**src/rtl/fpm16_pkg.sv**
```systemverilog
// Shared constants and state type for the FP16 multiplier
// normalization control.
package fpm16_pkg;

    localparam int PROD_W   = 22;
    localparam int MANT_W   = 10;
    localparam int EXP_W    = 5;
    localparam int EXPI_W   = 7;
    localparam int BIAS     = 15;
    localparam int ONEHOT_W = 21;
    localparam int IDX_W    = 5;

    typedef enum logic [1:0] {
        IDLE,
        LOD_WAIT,
        OUT
    } state_t;

endpackage

```
**src/rtl/fpm16_onehot_enc.sv**
```systemverilog
// One-hot to index encoder for the leading-one detector result.
// Multi-hot inputs resolve to the highest set bit.
module fpm16_onehot_enc
    import fpm16_pkg::*;
(
    input  logic [ONEHOT_W-1:0] onehot_i,
    output logic [IDX_W-1:0]    idx_o,
    output logic                none_o
);

    // Ascending scan so the highest set bit is the last one written
    always_comb begin
        idx_o = '0;
        for (int i = 0; i < ONEHOT_W; i++) begin
            if (onehot_i[i]) begin
                idx_o = IDX_W'(i);
            end
        end
    end

    assign none_o = ~|onehot_i;

endmodule

```
**src/rtl/fpm16_norm_ctrl.sv**
```systemverilog
// Normalization sequencer between the mantissa multiplier and the
// rounding stage: leading-one lookup, shift, exponent adjust, limits.
module fpm16_norm_ctrl
    import fpm16_pkg::*;
#(
    parameter int LOD_LAT = 2,
    parameter int EXP_MAX = 31
) (
    input  logic                clk,
    input  logic                rst_n,
    input  logic                in_valid,
    output logic                in_ready,
    input  logic [PROD_W-1:0]   in_prod,
    input  logic [EXPI_W-1:0]   in_exp,
    output logic [PROD_W-1:0]   lod_in,
    input  logic [ONEHOT_W-1:0] lod_onehot,
    output logic                out_valid,
    input  logic                out_ready,
    output logic [MANT_W-1:0]   out_mant,
    output logic [EXP_W-1:0]    out_exp,
    output logic                out_sticky,
    output logic                out_zero,
    output logic                out_ovf,
    output logic                out_unf
);

    localparam int CNT_W = $clog2(LOD_LAT + 2);
    localparam logic signed [7:0] EXP_MAX_S = 8'(EXP_MAX);

    state_t              state_q;
    logic [CNT_W-1:0]    cnt_q;
    logic [PROD_W-1:0]   prod_q;
    logic [EXPI_W-1:0]   exp_q;
    logic                in_ready_q;
    logic                out_valid_q;
    logic [PROD_W-1:0]   lod_in_q;
    logic [MANT_W-1:0]   mant_q;
    logic [EXP_W-1:0]    exp_out_q;
    logic                sticky_q;
    logic                zero_q;
    logic                ovf_q;
    logic                unf_q;

    logic [IDX_W-1:0]    lead_idx;
    logic                lead_none;
    logic [IDX_W-1:0]    shamt;
    logic [19:0]         shl;
    logic signed [7:0]   exp_wide;
    logic signed [7:0]   exp_s;
    logic [MANT_W-1:0]   mant_d;
    logic [EXP_W-1:0]    exp_d;
    logic                sticky_d;
    logic                zero_d;
    logic                ovf_d;
    logic                unf_d;

    fpm16_onehot_enc u_enc (
        .onehot_i (lod_onehot),
        .idx_o    (lead_idx),
        .none_o   (lead_none)
    );

    // Result datapath: fast right-shift-by-one or LOD-driven left shift
    always_comb begin
        shamt    = IDX_W'(20) - lead_idx;
        shl      = prod_q[19:0] << shamt;
        exp_wide = signed'({exp_q[EXPI_W-1], exp_q});
        exp_s    = '0;
        mant_d   = '0;
        exp_d    = '0;
        sticky_d = 1'b0;
        zero_d   = 1'b0;
        ovf_d    = 1'b0;
        unf_d    = 1'b0;
        if (prod_q[PROD_W-1]) begin
            exp_s    = exp_wide + 8'sd1;
            mant_d   = prod_q[20:11];
            sticky_d = |prod_q[10:0];
        end else if (lead_none) begin
            zero_d = 1'b1;
        end else begin
            exp_s    = exp_wide - signed'({3'b000, shamt});
            mant_d   = shl[19:10];
            sticky_d = |shl[9:0];
        end
        if (!zero_d) begin
            if (exp_s >= EXP_MAX_S) begin
                ovf_d    = 1'b1;
                exp_d    = EXP_W'(EXP_MAX);
                mant_d   = '0;
                sticky_d = 1'b0;
            end else if (exp_s <= 8'sd0) begin
                unf_d    = 1'b1;
                mant_d   = '0;
                sticky_d = 1'b1;
            end else begin
                exp_d = exp_s[EXP_W-1:0];
            end
        end
    end

    // Control FSM with registered handshake and result outputs.
    // The fast path also passes through LOD_WAIT with a zero count
    // so its result is registered one edge after accept.
    always_ff @(posedge clk) begin
        if (!rst_n) begin
            state_q     <= IDLE;
            cnt_q       <= '0;
            prod_q      <= '0;
            exp_q       <= '0;
            in_ready_q  <= 1'b1;
            out_valid_q <= 1'b0;
            lod_in_q    <= '0;
            mant_q      <= '0;
            exp_out_q   <= '0;
            sticky_q    <= 1'b0;
            zero_q      <= 1'b0;
            ovf_q       <= 1'b0;
            unf_q       <= 1'b0;
        end else begin
            unique case (state_q)
                IDLE: begin
                    if (in_valid && in_ready_q) begin
                        prod_q     <= in_prod;
                        exp_q      <= in_exp;
                        lod_in_q   <= in_prod;
                        in_ready_q <= 1'b0;
                        cnt_q      <= in_prod[PROD_W-1] ? '0
                                                        : CNT_W'(LOD_LAT);
                        state_q    <= LOD_WAIT;
                    end
                end
                LOD_WAIT: begin
                    if (cnt_q == '0) begin
                        mant_q      <= mant_d;
                        exp_out_q   <= exp_d;
                        sticky_q    <= sticky_d;
                        zero_q      <= zero_d;
                        ovf_q       <= ovf_d;
                        unf_q       <= unf_d;
                        out_valid_q <= 1'b1;
                        state_q     <= OUT;
                    end else begin
                        cnt_q <= cnt_q - 1'b1;
                    end
                end
                OUT: begin
                    if (out_ready) begin
                        out_valid_q <= 1'b0;
                        in_ready_q  <= 1'b1;
                        state_q     <= IDLE;
                    end
                end
                default: begin
                    state_q <= IDLE;
                end
            endcase
        end
    end

    assign in_ready   = in_ready_q;
    assign out_valid  = out_valid_q;
    assign lod_in     = lod_in_q;
    assign out_mant   = mant_q;
    assign out_exp    = exp_out_q;
    assign out_sticky = sticky_q;
    assign out_zero   = zero_q;
    assign out_ovf    = ovf_q;
    assign out_unf    = unf_q;

endmodule

```
**config.mk**
```make
export PLATFORM = sky130hd
export DESIGN_NAME = fpm16_norm_ctrl
export DESIGN_NICKNAME = d
export VERILOG_FILES = /design/src/rtl/fpm16_pkg.sv /design/src/rtl/fpm16_onehot_enc.sv /design/src/rtl/fpm16_norm_ctrl.sv
export SDC_FILE = /design/constraint.sdc
export NUM_CORES = 1
export LEC_CHECK = 0
export BUFFER_PORTS_ARGS = -buffer_cell sky130_fd_sc_hd__buf_2
export CAP_MARGIN = 0
export CORE_MARGIN = 2
export CORE_UTILIZATION = 40
export DETAILED_ROUTE_END_ITERATION = 12
export PLACE_DENSITY = 0.64
export RECOVER_POWER = 50
export SYNTH_ARGS = -nofsm -noshare
export SYNTH_HDL_FRONTEND = slang
export SYNTH_HIERARCHICAL = 1
export SYNTH_SLANG_ARGS = --single-unit
```
**constraint.sdc**
```tcl
create_clock -name clk -period 6.25 [get_ports clk]
set_input_delay 0.9375 -clock clk [delete_from_list [all_inputs] [get_ports clk]]
set_output_delay 0.9375 -clock clk [all_outputs]
set_load 0.01 [all_outputs]
```
==> metrics.log <==
[metrics] register-to-register setup slack: 3070 ps
[metrics] Final ANT Viol Nets: 0
[metrics] ratio of cells with drive above 1 in the final layout: 0.175
[metrics] Remaining DRCs: 0
[metrics] static leakage: 1.68 nW
[metrics] wire length of the first global-routing pass: 16.9 mm
[metrics] Post-Syn Nets: 546
[metrics] endpoint with the worst hold slack: out_unf
[metrics] Worst Hold Depth: 2
[metrics] cell count after synthesis: 485
[metrics] net total in the final layout: 626
[metrics] required time at the worst-slack endpoint: 6490 ps
[metrics] max-cap check violation count: 0
[metrics] Reg clk slew, reported paths: 100 ps
[metrics] floorplan die area: 10200 um^2
[metrics] source of the worst register-to-register timing path: exp_q[0]
[metrics] Tcrit/Tclk final: 0.794
[metrics] count of buffers inserted at the top-level ports: 96
[metrics] GRT Overall Usage: 0.206
[metrics] share of the core filled with cells: 0.472
[metrics] depth of the worst register-to-register path: 10
[metrics] post-route minimum period: 4970 ps
[metrics] kind of start point of the critical path: input port
[metrics] YS warnings: 6
[metrics] RSZ-0062 raised after global routing: no
[metrics] sequential share of power: 0.427
[metrics] path type of the worst min-delay path: reg -> reg
[metrics] power consumption: 937 uW
[metrics] relative slew slack: 0.291
[metrics] vias in the first global route: 3375
[metrics] outcome: complete, no violations
[metrics] clock tree skew after final layout: 5.31 ps
[metrics] net switching power figure: 354 uW
[metrics] Root Driver: sky130_fd_sc_hd__clkbuf_8
[metrics] wire length per cell after detailed routing: 15.5 um
[metrics] leading cell types by total area after synthesis: sky130_fd_sc_hd__dfxtp_1, sky130_fd_sc_hd__nand2_1, sky130_fd_sc_hd__a21oi_1, sky130_fd_sc_hd__mux2i_1, sky130_fd_sc_hd__mux4_2
[metrics] net switching fraction of the power: 0.378
[metrics] total detailed-routing wirelength: 10.5 mm
[metrics] 1st-iter DRT viols: 206
[metrics] Post-CTS Setup Inserts: 0
[metrics] router iterations before antenna repair: 5
[metrics] launch point of the worst hold path: out_unf
[metrics] post-route setup slack: 1280 ps
[metrics] CP max stage cell: sky130_fd_sc_hd__nand4bb_1
[metrics] crit-path cells: buf_2 -> inv_1 -> a21oi_1 -> o211ai_1 -> o2bb2ai_2 -> clkinv_1 -> ha_1 -> xor2_1 -> buf_4 -> inv_1 -> ha_1 -> a21oi_1 -> nand2_1 -> maj3_1 -> o211ai_1 -> a32o_1 -> nand4bb_1 -> o21ai_2
[metrics] transition time at the pin with the least slew margin: 1060 ps
[metrics] CTS tree: done
[metrics] most area-hungry cell type in the Yosys netlist: sky130_fd_sc_hd__dfxtp_1
[metrics] pwr dens: 216 nW/um^2
[metrics] Syn Area/Cell: 7.75 um^2
[metrics] cell area after synthesis: 3760 um^2
[metrics] floorplan die width: 101 um
[metrics] Die Ht: 101 um
[metrics] Final Hold Violating Endpoints: 0
[metrics] clock sink count: 54
[metrics] Initial Utilization: 0.409
[metrics] endpoint arrival time on the critical path: 5200 ps
[metrics] sort of element at the end of the critical path: flip-flop
[metrics] R2R Path End: out_mant[0]
[metrics] overall overflow remaining after global route: 0
[metrics] Post-Place Worst Slack: 904 ps
[metrics] max-slew violations: 0
[metrics] total of flip-flops plus latches after synthesis: 54
[metrics] Setup-failing EPs final: 0
[metrics] share of power burned in combinational logic: 0.356
[metrics] count of standard-cell rows: 35
[metrics] detailed placer's ending HPWL: 8.15 mm
[metrics] # diodes: 0
[metrics] maximum root-to-sink buffer count: 2
[metrics] maximum vdd drop: 0.000110 V
[metrics] Yosys top cell area share: 0.288
[metrics] post-cts hold buffer count: 0
[metrics] peak per-stage delay on the critical path: 650 ps
[metrics] area of the placeable core: 9200 um^2
[metrics] Worst Path Class, Setup: in -> reg
[metrics] mean number of vias per cell: 5.58
[metrics] number of top-level pins: 97
[metrics] number of fill cells: 972
[metrics] Internal: 583 uW
[metrics] global placer's final weighted congestion: 0.982
[metrics] part of the Yosys area used for sequential elements: 0.288
[metrics] layout overhead on the synthesized area: 15.4%
[metrics] maximum clock frequency: 201 MHz
[metrics] largest fanout on the critical path: 17
[metrics] Clock power frac: 0.218
[metrics] maximum number of pins on one net before global-route repair: 37
[metrics] Post-synth EDFFs: 0
[metrics] number of buffers created by CTS: 5
[metrics] Clock Latency Late Sink: 310 ps
[metrics] antenna violations before repair: 0
[metrics] total number of vias: 3777
[metrics] post-cts gate resize count: 0
[metrics] Unique masters post-synth: 63
[metrics] prevailing post-synth register cell: sky130_fd_sc_hd__dfxtp_1
[metrics] Max H-tree Level: 2
[metrics] async set-reset flop share out of synthesis: 0
[metrics] setup_tns: 0 ps
[critical path: cells and delay by family]
kind	cells	cell delay, ps
adder cells (fa/ha/maj)	3	1020
buffers and inverters	5	700
XOR/XNOR	1	160
AO/OA/AOI/OAI	7	1590
AND/OR/NAND/NOR	2	750
[power groups by stage]
stage / Clock, mW / Sequential [mW] / Combinational, mW
3_3_place_gp: 0 / 0.407 / 0.334
4_1_cts: 0.213 / 0.399 / 0.337
6_report: 0.204 / 0.400 / 0.333
2_1_floorplan: 0 / 0.400 / 0.240
5_1_grt: 0.225 / 0.404 / 0.371
3_5_place_dp: 0 / 0.407 / 0.336
[worst max-delay path by stage]
stage	from	endpoint	depth (start not counted)
floorplan	lod_onehot[1]	out_mant[6]	19
global placement	lod_onehot[19]	out_mant[8]	18
detailed placement	lod_onehot[19]	out_mant[0]	18
CTS	lod_onehot[19]	out_mant[0]	18
global route	lod_onehot[19]	out_mant[0]	18
finish	lod_onehot[19]	out_mant[0]	18
[cell type report]
| type | count | area, um^2 | share of cell area |
|---|---|---|---|
| Clock inverter | 3 | 25.0 | 0.00577 |
| Inverter | 21 | 78.8 | 0.0182 |
| Clock buffer | 5 | 68.8 | 0.0159 |
| Timing Repair Buffer | 101 | 462 | 0.106 |
| Sequential cell | 54 | 1080 | 0.249 |
| Multi-Input combinational cell | 382 | 2480 | 0.572 |
| Tap cell | 111 | 139 | 0.0320 |
[layer usage]
metal	global-route usage	wire length, um	up-vias
met5	0	0	-
met3	0.0264	531	7
met1	0.303	5240	1750
met4	0.0468	99	0
li1	-	-	1913
met2	0.323	4630	107
[registers in the layout, indices dropped and copies added (netlist names)]
| signal | count |
|---|---|
| out_sticky | 1 |
| lod_in | 22 |
| out_unf | 1 |
| in_ready | 1 |
| out_mant | 10 |
| out_ovf | 1 |
| exp_q | 7 |
| state_q | 2 |
| out_exp | 5 |
| cnt_q | 2 |
| out_zero | 1 |
| out_valid | 1 |
[cells by family (layout without fill, tap and decap cells)]
kind of cell / after synthesis / in the layout / synth area share
flip-flops: 54 / 54 / 0.288
AO/OA/AOI/OAI: 139 / 139 / 0.247
XOR/XNOR: 10 / 10 / 0.0326
buffers and inverters: 49 / 130 / 0.0516
multiplexers: 30 / 30 / 0.109
adder cells (fa/ha/maj): 9 / 9 / 0.0310
AND/OR/NAND/NOR: 194 / 194 / 0.241
[cell usage in the layout (no fill, tap or decap), types with 5 or more instances in the layout]
| cell | count |
|---|---|
| sky130_fd_sc_hd__o21ai_0 | 22 |
| sky130_fd_sc_hd__o21ai_2 | 11 |
| sky130_fd_sc_hd__a21oi_1 | 57 |
| sky130_fd_sc_hd__nor3_1 | 10 |
| sky130_fd_sc_hd__nor2b_1 | 6 |
| sky130_fd_sc_hd__inv_1 | 19 |
| sky130_fd_sc_hd__mux2i_1 | 18 |
| sky130_fd_sc_hd__clkbuf_1 | 43 |
| sky130_fd_sc_hd__a32oi_1 | 5 |
| sky130_fd_sc_hd__dfxtp_1 | 54 |
| sky130_fd_sc_hd__nand2b_1 | 7 |
| sky130_fd_sc_hd__buf_2 | 54 |
| sky130_fd_sc_hd__nand3_1 | 16 |
| sky130_fd_sc_hd__o211ai_1 | 7 |
| sky130_fd_sc_hd__nand2_1 | 106 |
| sky130_fd_sc_hd__clkbuf_8 | 5 |
| sky130_fd_sc_hd__nor2_1 | 24 |
| sky130_fd_sc_hd__mux4_2 | 7 |
| sky130_fd_sc_hd__ha_1 | 6 |
| sky130_fd_sc_hd__nor4_1 | 6 |
[Yosys cell counts, types with 4 or more instances]
| master | n |
|---|---|
| sky130_fd_sc_hd__mux2_2 | 4 |
| sky130_fd_sc_hd__buf_2 | 5 |
| sky130_fd_sc_hd__ha_1 | 6 |
| sky130_fd_sc_hd__a32oi_1 | 5 |
| sky130_fd_sc_hd__clkbuf_1 | 20 |
| sky130_fd_sc_hd__inv_1 | 19 |
| sky130_fd_sc_hd__o21ai_0 | 22 |
| sky130_fd_sc_hd__xnor2_1 | 4 |
| sky130_fd_sc_hd__nand2b_1 | 7 |
| sky130_fd_sc_hd__dfxtp_1 | 54 |
| sky130_fd_sc_hd__mux2i_1 | 18 |
| sky130_fd_sc_hd__nor2_1 | 24 |
| sky130_fd_sc_hd__mux4_2 | 7 |
| sky130_fd_sc_hd__nor4_1 | 5 |
| sky130_fd_sc_hd__a21oi_1 | 57 |
| sky130_fd_sc_hd__nor3_1 | 10 |
| sky130_fd_sc_hd__o21ai_2 | 11 |
| sky130_fd_sc_hd__nor2b_1 | 6 |
| sky130_fd_sc_hd__nand2_1 | 106 |
| sky130_fd_sc_hd__nand3_1 | 16 |
| sky130_fd_sc_hd__a222oi_1 | 4 |
| sky130_fd_sc_hd__a22o_1 | 4 |
| sky130_fd_sc_hd__o211ai_1 | 7 |
[per-stage QoR]
stage,instances,cell area [um^2],hold slack [ps]
after floorplan,485,3760,431
after global placement,669,4310,433
after detailed placement,669,4310,438
after CTS,677,4400,462
after global routing,677,4340,483
final,677,4340,456
Note: power is estimated with default switching activity, not from simulation.
